**src/rtl/mips_multicycle_controller.sv**
```systemverilog
// Multi-cycle MIPS control FSM: sequences PC/IR/regfile/ALU/memory for the supported
// subset, waits on mem_ready, counts retired instructions and halts on illegal encodings.
module mips_multicycle_controller #(
  parameter int CNT_W = 32
) (
  input  logic             clk,
  input  logic             rst,
  input  logic [5:0]       opcode,
  input  logic [5:0]       funct,
  input  logic             zero,
  input  logic             mem_ready,
  output logic             PCWrite,
  output logic             PCWriteCond,
  output logic             IorD,
  output logic             MemRead,
  output logic             MemWrite,
  output logic             IRWrite,
  output logic [1:0]       RegDst,
  output logic [1:0]       MemToReg,
  output logic             RegWrite,
  output logic             ALUSrcA,
  output logic [1:0]       ALUSrcB,
  output logic [2:0]       ALUOperation,
  output logic [1:0]       PCSrc,
  output logic             halted,
  output logic [3:0]       state,
  output logic [CNT_W-1:0] instr_count
);

  typedef enum logic [3:0] {
    S_IDLE, S_FETCH, S_DECODE, S_MEM_ADDR, S_MEM_READ, S_MEM_WB, S_MEM_WRITE, S_R_EXEC,
    S_R_WB, S_I_EXEC, S_I_WB, S_BRANCH, S_JUMP, S_JAL, S_JR, S_HALT
  } state_t;

  typedef struct packed {
    logic       pcw;
    logic       pcwc;
    logic       iord;
    logic       mrd;
    logic       mwr;
    logic [1:0] regdst;
    logic [1:0] memtoreg;
    logic       regwr;
    logic       srca;
    logic [1:0] srcb;
    logic [2:0] aluop;
    logic [1:0] pcsrc;
    logic       halt;
  } ctrl_t;

  localparam logic [5:0] OP_RTYPE = 6'b000000;
  localparam logic [5:0] OP_LW    = 6'b100011;
  localparam logic [5:0] OP_SW    = 6'b101011;
  localparam logic [5:0] OP_ADDI  = 6'b001000;
  localparam logic [5:0] OP_SLTI  = 6'b001010;
  localparam logic [5:0] OP_BEQ   = 6'b000100;
  localparam logic [5:0] OP_J     = 6'b000010;
  localparam logic [5:0] OP_JAL   = 6'b000011;
  localparam logic [5:0] FN_JR    = 6'b001000;

  state_t            state_q, state_d;
  logic [5:0]        op_q, op_d, fn_q, fn_d;
  ctrl_t             ctrl_q;
  logic [CNT_W-1:0]  cnt_q;
  logic              cnt_inc;
  logic              fetch_go;
  logic              unused_zero;

  // Branch resolution happens in the datapath via PCWriteCond; the flag is not needed here.
  assign unused_zero = zero;

  function automatic logic [2:0] r_aluop(input logic [5:0] fn);
    case (fn)
      6'b100010: r_aluop = 3'b011;
      6'b100100: r_aluop = 3'b000;
      6'b100101: r_aluop = 3'b001;
      6'b101010: r_aluop = 3'b100;
      default:   r_aluop = 3'b010;
    endcase
  endfunction

  function automatic logic r_legal(input logic [5:0] fn);
    r_legal = (fn == 6'b100000) || (fn == 6'b100010) || (fn == 6'b100100) ||
              (fn == 6'b100101) || (fn == 6'b101010);
  endfunction

  // Outputs are registered from the state being entered, so they line up with state_q.
  function automatic ctrl_t decode_ctrl(input state_t s, input logic [5:0] op, input logic [5:0] fn);
    ctrl_t c;
    c = '0;
    case (s)
      S_FETCH:     begin c.mrd = 1'b1; c.srcb = 2'b01; c.aluop = 3'b010; end
      S_DECODE:    begin c.srcb = 2'b11; c.aluop = 3'b010; end
      S_MEM_ADDR:  begin c.srca = 1'b1; c.srcb = 2'b10; c.aluop = 3'b010; end
      S_MEM_READ:  begin c.mrd = 1'b1; c.iord = 1'b1; end
      S_MEM_WB:    begin c.memtoreg = 2'b01; c.regwr = 1'b1; end
      S_MEM_WRITE: begin c.mwr = 1'b1; c.iord = 1'b1; end
      S_R_EXEC:    begin c.srca = 1'b1; c.aluop = r_aluop(fn); end
      S_R_WB:      begin c.regdst = 2'b01; c.regwr = 1'b1; end
      S_I_EXEC:    begin
        c.srca  = 1'b1;
        c.srcb  = 2'b10;
        c.aluop = (op == OP_SLTI) ? 3'b100 : 3'b010;
      end
      S_I_WB:      c.regwr = 1'b1;
      S_BRANCH:    begin c.srca = 1'b1; c.aluop = 3'b011; c.pcwc = 1'b1; c.pcsrc = 2'b01; end
      S_JUMP:      begin c.pcw = 1'b1; c.pcsrc = 2'b10; end
      S_JAL:       begin
        c.pcw      = 1'b1;
        c.pcsrc    = 2'b10;
        c.regwr    = 1'b1;
        c.regdst   = 2'b10;
        c.memtoreg = 2'b10;
      end
      S_JR:        begin c.pcw = 1'b1; c.pcsrc = 2'b11; end
      S_HALT:      c.halt = 1'b1;
      default:     c = '0;
    endcase
    return c;
  endfunction

  always_comb begin
    state_d = state_q;
    op_d    = op_q;
    fn_d    = fn_q;
    case (state_q)
      S_IDLE:      state_d = S_FETCH;
      S_FETCH:     if (mem_ready) state_d = S_DECODE;
      S_DECODE: begin
        op_d = opcode;
        fn_d = funct;
        case (opcode)
          OP_LW, OP_SW:     state_d = S_MEM_ADDR;
          OP_RTYPE:         state_d = (funct == FN_JR) ? S_JR :
                                      r_legal(funct) ? S_R_EXEC : S_HALT;
          OP_ADDI, OP_SLTI: state_d = S_I_EXEC;
          OP_BEQ:           state_d = S_BRANCH;
          OP_J:             state_d = S_JUMP;
          OP_JAL:           state_d = S_JAL;
          default:          state_d = S_HALT;
        endcase
      end
      S_MEM_ADDR:  state_d = (op_q == OP_LW) ? S_MEM_READ : S_MEM_WRITE;
      S_MEM_READ:  if (mem_ready) state_d = S_MEM_WB;
      S_MEM_WRITE: if (mem_ready) state_d = S_FETCH;
      S_R_EXEC:    state_d = S_R_WB;
      S_I_EXEC:    state_d = S_I_WB;
      S_MEM_WB, S_R_WB, S_I_WB, S_BRANCH, S_JUMP, S_JAL, S_JR: state_d = S_FETCH;
      default:     state_d = state_q;
    endcase
    cnt_inc = (state_d == S_FETCH) && (state_q != S_FETCH) && (state_q != S_IDLE);
  end

  always_ff @(posedge clk or negedge rst) begin
    if (!rst) begin
      state_q <= S_IDLE;
      op_q    <= '0;
      fn_q    <= '0;
      ctrl_q  <= '0;
      cnt_q   <= '0;
    end else begin
      state_q <= state_d;
      op_q    <= op_d;
      fn_q    <= fn_d;
      ctrl_q  <= decode_ctrl(state_d, op_d, fn_d);
      if (cnt_inc) cnt_q <= cnt_q + CNT_W'(1);
    end
  end

  assign fetch_go     = (state_q == S_FETCH) && mem_ready;
  assign IRWrite      = fetch_go;
  assign PCWrite      = ctrl_q.pcw | fetch_go;
  assign PCWriteCond  = ctrl_q.pcwc;
  assign IorD         = ctrl_q.iord;
  assign MemRead      = ctrl_q.mrd;
  assign MemWrite     = ctrl_q.mwr;
  assign RegDst       = ctrl_q.regdst;
  assign MemToReg     = ctrl_q.memtoreg;
  assign RegWrite     = ctrl_q.regwr;
  assign ALUSrcA      = ctrl_q.srca;
  assign ALUSrcB      = ctrl_q.srcb;
  assign ALUOperation = ctrl_q.aluop;
  assign PCSrc        = ctrl_q.pcsrc;
  assign halted       = ctrl_q.halt;
  assign state        = state_q;
  assign instr_count  = cnt_q;

endmodule

```
**config.mk**
```make
export PLATFORM = sky130hd
export DESIGN_NAME = mips_multicycle_controller
export DESIGN_NICKNAME = d
export VERILOG_FILES = /design/src/rtl/mips_multicycle_controller.sv
export SDC_FILE = /design/constraint.sdc
export NUM_CORES = 1
export LEC_CHECK = 0
export BUFFER_PORTS_ARGS = -buffer_cell sky130_fd_sc_hd__buf_2
export CAP_MARGIN = 30
export CELL_PAD_IN_SITES_DETAIL_PLACEMENT = 1
export CELL_PAD_IN_SITES_GLOBAL_PLACEMENT = 1
export CORE_MARGIN = 2
export CORE_UTILIZATION = 42
export DETAILED_ROUTE_END_ITERATION = 8
export PLACE_DENSITY = 0.77
export SLEW_MARGIN = 0
export SYNTH_ARGS = -nofsm -noshare
export SYNTH_HDL_FRONTEND = slang
export SYNTH_SLANG_ARGS = --single-unit
export TNS_END_PERCENT = 5
```
**constraint.sdc**
```tcl
create_clock -name clk -period 3 [get_ports clk]
set_clock_uncertainty 0.15 [all_clocks]
set_input_delay 0.45 -clock clk [delete_from_list [all_inputs] [get_ports clk]]
set_output_delay 0.45 -clock clk [all_outputs]
set_load 0.02 [all_outputs]
```
* Word level (Yosys, flattened, before mapping)
Index checks and enable logic that the tools add are counted.
Word-level totals: bits in read-only memories 0, RAM bits 0, logic and storage cells 114, bits of input ports 16, memories 0, latch bits 0, register bits after elaboration 67, output and inout port bits 56
Operators by class: add/sub/neg operators 1, multiplexer cells 25, bitwise logic cells 1, divide/modulo/power cells 0, reduce and logical (&&, ||, !) cells 21, shift-type cells 0, equality and inequality tests 49, multipliers 0, order comparisons 0
Operator list (number):
- == test 6 bit (second input constant) | 12
- == test 4 bit (second input constant) | 15
- adder 32 x 1 -> 32 bit (second input constant) | 1
- == test 4 x 3 -> 1 bit (second input constant) | 8
- one-hot mux 4 bit (8 select lines) | 1
- == test 6 x 4 -> 1 bit (second input constant) | 4
- one-hot mux 3 bit (4 select lines) | 2
- one-hot mux 4 bit (6 select lines) | 1
- 2-to-1 mux 4 bit | 5
- == test 4 x 2 -> 1 bit (second input constant) | 4
- == test 6 x 2 -> 1 bit (second input constant) | 2
- 2-to-1 mux 6 bit | 2
- one-hot mux 2 bit (3 select lines) | 2
- OR reduction 2 bit | 6
- == test 4 x 1 -> 1 bit (second input constant) | 2
- 2-to-1 mux 1 bit | 8
- one-hot mux 2 bit (2 select lines) | 2
- OR reduction 4 bit | 2
- OR reduction 8 bit | 1
- == test 6 x 3 -> 1 bit (second input constant) | 1
- logical NOT 6 bit | 1
- OR reduction 3 bit | 2
- logical NOT 4 bit | 1
- logical OR 1 bit | 4
- 6 further kinds | 8

* Depth between registers and ports, before layout
Gate-level depths: netlist of the first run.
word-level depth 12, depth in mapped cells 11

* Worst setup path after synthesis of the first run
No wires, ideal clock.
path kind register -> register, from register state_q[1] (netlist: state[1]), to register cnt_q[21] (netlist: instr_count[21]), slack 453 ps, arrival 2266 ps, setup time 131 ps, stages on the path, launching flop included 11, data required time 2719 ps, period minus slack after synthesis 2547 ps, cell sequence dfrtp_1 clkbuf_1 clkbuf_1 a21oi_1 mux2i_1 o21ai_0 a211o_1 nor3b_4 buf_4 nand3_1 xnor2_1
Between the ends: longest elaborated chain between the ends 6
Ends and longest elaborated chain:
- start, declared | line 61 | state_t state_q, state_d;
- start signal, assigned | line 162 | state_q <= state_d;
- == test 4 x 3 -> 1 bit (tied with other cells) | line 126 | case (state_q)
- OR reduction 8 bit (no line)
- one-hot mux 4 bit (8 select lines) | line 126
- == test 4 x 1 -> 1 bit | line 151 | cnt_inc = (state_d == S_FETCH) && (state_q != S_FETCH) && (state_q != S_IDLE);
- logical AND 1 bit | line 151
- logical AND 1 bit * | line 151
- end signal, assigned | line 166 | if (cnt_inc) cnt_q <= cnt_q + CNT_W'(1);
- end, declared | line 64 | logic [CNT_W-1:0] cnt_q;
Mark *: on every way between the ends. The rest lies on a longest branch, timed or not. A chain may end at the register's enable or synchronous reset.

* Worst setup path after layout of the first run
from register state_q[2] (netlist: state[2]), to register cnt_q[2] (netlist: instr_count[2])
Between the ends: longest elaborated chain between the ends 6
Ends and longest elaborated chain (line):
- == test 4 x 3 -> 1 bit (tied with other cells) | 126
- OR reduction 8 bit (no line)
- one-hot mux 4 bit (8 select lines) * | 126
- net state_d[1] | 61
- == test 4 x 1 -> 1 bit * | 151
- logical AND 1 bit * (2 in series) | 151
The timed path passes the listed nets; every way through them passes the cells marked *.

==> flow_summary.rst, run 1 <==
.. list-table::
   :header-rows: 1

   * - Metric
     - Value
   * - Data required time of the critical path
     - 3.10 ns
   * - TritonCTS buffer count
     - 9
   * - Post-synthesis to final-layout area growth
     - 17.8%
   * - Post-synth top area share
     - roughly 49%
   * - First-pass iteration count of the detailed router
     - 4
   * - Die height
     - 94 µm
   * - Util after Layout
     - ~50%
   * - Syn Std Cell Area
     - approximately 3400 µm²
   * - Clock tree root buffer cell
     - clkbuf_8
   * - DRT antenna net count
     - 0
   * - Synth Area per Inst
     - 10.1 µm²
   * - Areal power density over the cells
     - roughly 900 nW/µm²
   * - DRC violation total after the first TritonRoute iteration
     - 71
   * - Via count of the routed design
     - ~2700
   * - Top FF cell, synth
     - dfrtp_1
   * - Hold bufs inserted after CTS
     - 0
   * - Outcome
     - finished, final reports clean
   * - Maximum number of pins on one net before global-route repair
     - slightly below 70
   * - GRT Total Usage
     - approximately a fifth
   * - TritonCTS clock tree
     - yes
   * - Number of gates given a new drive strength after cts
     - 0
   * - Post-synthesis net count
     - roughly 350
   * - Final hold viol count
     - 0
   * - Number of inserted diodes
     - 0
   * - Leakage
     - roughly 2 nW
   * - Arrival time reported for the critical path endpoint
     - between 2 and 3 ns
   * - Clock latency on the worst-skew pair
     - 0.34 ns
   * - Vias in the first global route
     - 2836
   * - Chip Width
     - 94 µm
   * - Final-report max-slew violation count
     - 0
   * - FMAX
     - 364 MHz
   * - Fraction of final layout cells sized beyond drive strength 1
     - 27.8%
   * - Asr flop ratio synth
     - 100%
   * - Mean routed wirelength per cell
     - roughly 16 µm
   * - Number of distinct library cells after synthesis
     - between 50 and 60
   * - Total of buffers placed on input and output ports
     - 70
   * - MaxCap Viol Count
     - 0
   * - Critical path launch point type
     - flip-flop
   * - Wire length of the first global-routing pass
     - between 10000 and 15000 µm
   * - Residual DRC count
     - 0
   * - Setup TNS
     - 0 ns
   * - Cells taking the most area after synthesis
     - dfrtp_1 49%, nand2_1 6.5%, xnor2_1 4.9%, xor2_1 3.3%, buf_4 2.9%
   * - Routability congestion estimate
     - about 0.75
   * - Core ar.
     - 7810 µm²
   * - Crit Path Max Fanout
     - 17
   * - Worst-Margin Slew
     - about 0.86 ns
   * - Total length of routed wires
     - between 8000 and 9000 µm
   * - Leading post-synthesis cells by instance count
     - 67 x dfrtp_1, 59 x nand2_1, 19 x xnor2_1
   * - Setup violators final
     - 0
   * - I/O pin count
     - 72
   * - RSZ-0062 raised after global routing
     - no
   * - Count of buffers added by post-CTS timing repair for setup
     - 0
   * - Starting density of the core
     - between 40 and 50%
   * - Vias per Instance
     - 5.28
   * - Yosys warning total
     - 0
   * - # nets final
     - around 420
   * - Post-DP HPWL
     - between 5000 and 6000 µm
   * - CTS clk-pin slew, worst paths
     - ~0.07 ns
   * - Setup crit end kind
     - flip-flop
   * - Row count
     - 32
   * - Time the worst path needs with I/O delays and setup
     - between 2 and 3 ns
   * - Cell type with the highest aggregate area in the netlist
     - dfrtp_1
   * - Number of instances in the synthesized netlist
     - between 300 and 400
   * - Most common cell in the netlist
     - dfrtp_1
   * - Post-placement cell count
     - ~500
   * - Worst vdd rail ir drop
     - around 0.32 mV
   * - Sequential element share of the synthesized area
     - between 40 and 50%
   * - Total power consumption of the routed design
     - between 0.003 and 0.004 W
   * - Non-filler cells in the finished layout
     - 512
   * - Class of the most critical setup path
     - flip-flop to flip-flop
   * - Class of the tightest hold or removal check
     - input port to asynchronous set/reset pin
   * - Post-synth EDFFs
     - 0
   * - Count of state elements after synthesis
     - 67
   * - Post-route worst hold slack
     - between 0.1 and 0.15 ns
   * - Count of clock tree sinks
     - between 60 and 70
   * - Crit share post-route
     - about nine tenths
   * - Maximum buffer depth of the clock tree
     - 2
   * - H-tree depth
     - 3
   * - Antenna violations before repair
     - 0
   * - Relative slew margins
     - roughly 43%
   * - Area of the die
     - between 8000 and 9000 µm²
   * - Overflow left after global routing
     - 0
-- flip-flops by register name, indices dropped and copies added (netlist names) --
register	count
RegDst	2
PCWriteCond	1
instr_count	32
halted	1
MemRead	1
ALUSrcB	2
IorD	1
PCSrc	2
MemToReg	2
op_q	6
ctrl_q	1
fn_q	6
MemWrite	1
ALUSrcA	1
ALUOperation	3
RegWrite	1
state	4
-- power by group --
part | total [W] | switching (W) | internal [W]
combinational | 0.00151 | 0.000962 | 0.000549
sequential | 0.00130 | 0.000187 | 0.00112
clock | 0.000708 | 0.000343 | 0.000365
-- layer usage --
layer	GRT usage, %	share of wire [%]	wire, µm	vias to the layer above
li1	-	-	-	1297
met5	0	0	0	-
met4	9.78	2.2	181	0
met1	26.6	46	3780	1336
met3	2.41	2.7	221	15
met2	33.0	49	3960	56
-- final timing paths --
check / start / to / slack [ns] / depth (start not counted)
min reg2reg: fn_q[5] / fn_q[5] / 0.33 / 2
min: rst / op_q[1] / 0.13 / 2
max: state[2] / instr_count[2] / 0.26 / 9
max in group asynchronous: rst / state[3] / 1.98 / 2
min in group clk: funct[5] / fn_q[5] / 0.20 / 3
max reg2reg: state[2] / instr_count[2] / 0.26 / 9
-- kinds of logic after synthesis --
logic type                 after synthesis  share of synthesized area [%]
adders and majority gates                1                          0.368
AOI/OAI and AO/OA                       37                           8.28
and+or+nand+nor                        166                           27.7
buffers and inverters                   31                           5.15
xor gates and xnor gates                32                           8.24
muxes                                    3                           1.03
DFF                                     67                           49.3
-- placed cells by master (no fill, tap or decap), types with 4 or more instances in the layout --
| master | Yosys | layout |
|---|---|---|
| nor3b_1 | 7 | 7 |
| nand2b_1 | 4 | 4 |
| a21oi_1 | 9 | 9 |
| dfrtp_1 | 67 | 67 |
| clkbuf_8 | 0 | 12 |
| and2_1 | 4 | 4 |
| xnor2_1 | 19 | 19 |
| nor2b_1 | 4 | 4 |
| nor3_1 | 10 | 10 |
| nand2_1 | 59 | 59 |
| nand3_1 | 12 | 12 |
| nor4_1 | 7 | 7 |
| buf_4 | 13 | 12 |
| buf_2 | 2 | 70 |
| xor2_1 | 13 | 13 |
| o21ai_0 | 6 | 6 |
| inv_1 | 5 | 5 |
| nor2_1 | 18 | 18 |
| nand4_1 | 13 | 13 |
| and3_1 | 7 | 7 |
-- worst max-delay path: stages (launching register included) --
cell and delay (ns):
dfrtp_1 0.55, and2_1 0.25, o21a_1 0.16, o21ai_0 0.14, and3_1 0.43, inv_2 0.19
nor3b_4 0.21, buf_4 0.24, nand2_1 0.12, xnor2_1 0.20
-- final cells by class --
type | instances | area [µm²]
timing repair buffer | 82 | 440
sequential | 67 | 1680
inverter | 6 | 22.5
multi-input combinational | 239 | 1550
fill | 933 | 3800
clock buffer | 12 | 165
tap | 102 | 128
clock inverter | 4 | 23.8
-- metrics by stage --
stage | setup WS, ns | area, µm²
final | 0.256 | 4010
after global routing | 0.0772 | 4010
after CTS | 0.241 | 4010
after detailed placement | 0.160 | 3820
after global placement | 0.255 | 3820
after floorplan | 0.453 | 3400
(Power assumes the default switching activity.)
==> inputs of run 2 (changes only) <==
==> constraint.sdc (replaced) <==
create_clock -name clk -period 2.55 [get_ports clk]
set_clock_uncertainty 0.15 [all_clocks]
set_input_delay 0 -clock clk [delete_from_list [all_inputs] [get_ports clk]]
set_output_delay 0 -clock clk [all_outputs]
set_load 0.02 [all_outputs]
==> run 2 against run 1 <==
The flow now finishes with violations (negative hold slack). Sequential share of layout area fell by 3.2 points. Critical path depth rose by 3. Sequential cell count did not move. Register-to-register slack lost 0.14 ns. Global-route usage up 0.47 points. Wire length increased by 9.8%. Via count is 6.9% higher. Non-clock buffer count rose by 31. Die area stayed put.
==> flow_summary.rst, run 2 (synthesized netlist as in run 1, its figures left out) <==
.. list-table::
   :header-rows: 1

   * - Metric
     - Value
   * - Outcome
     - complete, but fails checks
   * - Violations in the final reports
     - negative hold slack
   * - Final Worst Setup Slack
     - 0.0530 ns (-0.203 ns)
   * - Int Power
     - 0.00258 W (+27%)
   * - Flip-flop count of the largest register, all copies and words added
     - 32 (unchanged)
   * - Post-synthesis to final-layout area growth
     - 27.7%
   * - Share of total power in sequential cells
     - 33.8% (-3.2 points)
   * - Maximum buffer depth of the clock tree
     - 2 (unchanged)
   * - Worst vdd rail ir drop
     - 0.456 mV (+44%)
   * - Core ar.
     - 7810 µm² (unchanged)
   * - Setup crit end kind
     - flip-flop
   * - Number of inserted diodes
     - 0 (unchanged)
   * - Final hold viol count
     - 1 (+1)
   * - Data required time of the critical path
     - 2.63 ns (-0.47 ns)
   * - Class of the most critical setup path
     - input port to flip-flop
   * - Class of the tightest hold or removal check
     - input port to flip-flop
   * - Final-report max-slew violation count
     - 0 (unchanged)
   * - # nets final
     - 453 (+7.3%)
   * - Row count
     - 32 (unchanged)
   * - Antenna violations before repair
     - 0 (unchanged)
   * - Total of buffers placed on input and output ports
     - 70 (unchanged)
   * - Non-filler cells in the finished layout
     - 543 (+6.1%)
   * - Arrival time reported for the critical path endpoint
     - 2.58 ns (-0.26 ns)
   * - Worst-Margin Slew
     - 0.657 ns (-0.201 ns)
   * - Post-route worst hold slack
     - -0.00712 ns (-0.133 ns)
   * - Mean routed wirelength per cell
     - 16.5 µm (+3.5%)
   * - Met3 capacity usage during global routing
     - 2.65% (+0.24 points)
   * - Fraction of power consumed by the clock network
     - 17.5% (-2.6 points)
   * - MaxCap Viol Count
     - 0 (unchanged)
   * - Areal power density over the cells
     - 1030 nW/µm² (+17%)
   * - TritonCTS clock tree
     - yes
   * - Most utilized layer in the global route result
     - met2
   * - Area of the multi-input gates
     - 1560 µm² (+0.57%)
   * - Worst slack, placed
     - 0.0904 ns (-0.0699 ns)
   * - Crit share post-route
     - roughly 100%
   * - Leakage
     - 2.17 nW (+8.3%)
   * - Setup violators final
     - 0 (unchanged)
   * - I/O pin count
     - 72 (unchanged)
   * - GRT Total Usage
     - 20.6% (+0.47 points)
   * - Clock latency on the worst-skew pair
     - 0.34 ns (about the same)
   * - CTS clk-pin slew, worst paths
     - 0.08 ns (about the same)
   * - Critical path launch point type
     - input port
   * - Fillers
     - 929 (-0.43%)
   * - DRT antenna net count
     - 0 (unchanged)
   * - Footprint of the flip-flops and latches
     - 1680 µm² (+0.15%)
   * - Relative slew margins
     - 56.2% (+13 points)
   * - Time the worst path needs with I/O delays and setup
     - between 2 and 2.5 ns
   * - Vias per Instance
     - 5.32 (+0.81%)
   * - Residual DRC count
     - 0 (unchanged)
   * - Fraction of final layout cells sized beyond drive strength 1
     - 30.6% (+2.8 points)
   * - TritonCTS buffer count
     - 9 (unchanged)
   * - H-tree depth
     - 3 (unchanged)
   * - Comb power frac
     - 48.7% (+5.8 points)
   * - Count of clock tree sinks
     - 67 (unchanged)
   * - DRC violation total after the first TritonRoute iteration
     - 80 (+13%)
   * - Maximum number of pins on one net before global-route repair
     - 27 (-60%)
   * - FMAX
     - 400 MHz
   * - Chip Width
     - 94 µm (unchanged)
   * - Crit Path Max Fanout
     - 6 (-11)
   * - Switching power
     - 0.00188 W (+26%)
   * - Overflow left after global routing
     - 0 (unchanged)
   * - Clock tree root buffer cell
     - clkbuf_8
   * - Highest-count cells in the layout ignoring fill and taps
     - 66 x buf_2, 65 x dfrtp_1, 59 x nand2_1, 25 x buf_4, 19 x xnor2_1
   * - Wire length of the first global-routing pass
     - 14200 µm (+2.5%)
   * - First-pass iteration count of the detailed router
     - 4 (unchanged)
   * - Met2 Resource Use GR
     - 33.9% (+0.95 points)
   * - Switching share of total power
     - 42.1% (-0.25 points)
   * - Post-placement cell count
     - 504 (+1.6%)
   * - GR Util met1
     - 28.3% (+1.7 points)
   * - Die height
     - 94 µm (unchanged)
   * - Starting density of the core
     - 43.6% (unchanged)
   * - Post-DP HPWL
     - 6100 µm (+3.4%)
   * - Most common cell after layout, fill and taps aside
     - buf_2
   * - Routability congestion estimate
     - 0.807 (+6.9%)
   * - Area of the die
     - 8840 µm² (unchanged)
   * - Via count of the routed design
     - 2891 (+6.9%)
   * - Vias in the first global route
     - 2837 (+0.035%)
   * - Total length of routed wires
     - 8940 µm (+9.8%)
[run 2: layout make-up]
type | instances | area share, %
clock inverters | 7 | 1.01
flip-flops and latches | 67 | 38.7
clock buffers | 9 | 2.85
inverters | 6 | 0.518
repair buffers | 113 | 18.1
multi-input cells | 239 | 35.9
well taps | 102 | 2.94
[run 2: power by group through the flow]
stage	Combinational [W]	Sequential [W]	Clock, W
2_1_floorplan	0.00125	0.00158	0
3_3_place_gp	0.00184	0.00151	0
3_5_place_dp	0.00190	0.00153	0
4_1_cts	0.00193	0.00151	0.000801
5_1_grt	0.00237	0.00154	0.000842
6_report	0.00218	0.00151	0.000781
[run 2: path summary, 6_finish.rpt]
kind                       slack (ns)               to  cells after the start       startpoint
min                            -0.007          fn_q[1]                      3         funct[1]
min reg2reg                      0.32  instr_count[31]                      1  instr_count[31]
max reg2reg                      0.12  instr_count[29]                     10         state[3]
max                              0.05   instr_count[5]                     12        opcode[0]
max in group asynchronous        1.42  instr_count[18]                      3              rst
min in group asynchronous        0.08          op_q[1]                      2              rst
[run 2: stage by stage]
step / TNS, ns / total power [W] / util, % / instance area [µm²]
after floorplan: 0 / 0.00282 / - / 3400
after global placement: 0 / 0.00335 / 49.8 / 3890
after detailed placement: 0 / 0.00343 / 49.8 / 3890
after CTS: 0 / 0.00425 / 53.8 / 4200
after global routing: -0.0531 / 0.00475 / 55.6 / 4340
final: 0 / 0.00447 / 55.6 / 4340
[run 2: worst max-delay path: stages]
cell and delay, ns:
dlygate4sd3_1 0.54, buf_2 0.17, nor4_4 0.33, a221o_1 0.25
nand2_1 0.06, a211o_1 0.32, buf_4 0.15, nor3b_4 0.21
buf_6 0.15, clkbuf_16 0.14, nand4_1 0.11, xnor2_1 0.15
[run 2: timing repair]
item | 4_1_cts | 5_1_grt
buffers inserted | 0 | 8
hold endpoints to repair | 37 | 1
gates resized for setup | 0 | 15
hold buffers | 14 | 1
setup endpoints to repair | 0 | 23
[run 2: metal layers]
layer  part of all wire [%]  vias to the layer above
met2                     49                       54
li1                       -                     1361
met5                      0                        -
met3                    2.9                       10
met1                     47                     1466
met4                    1.1                        0
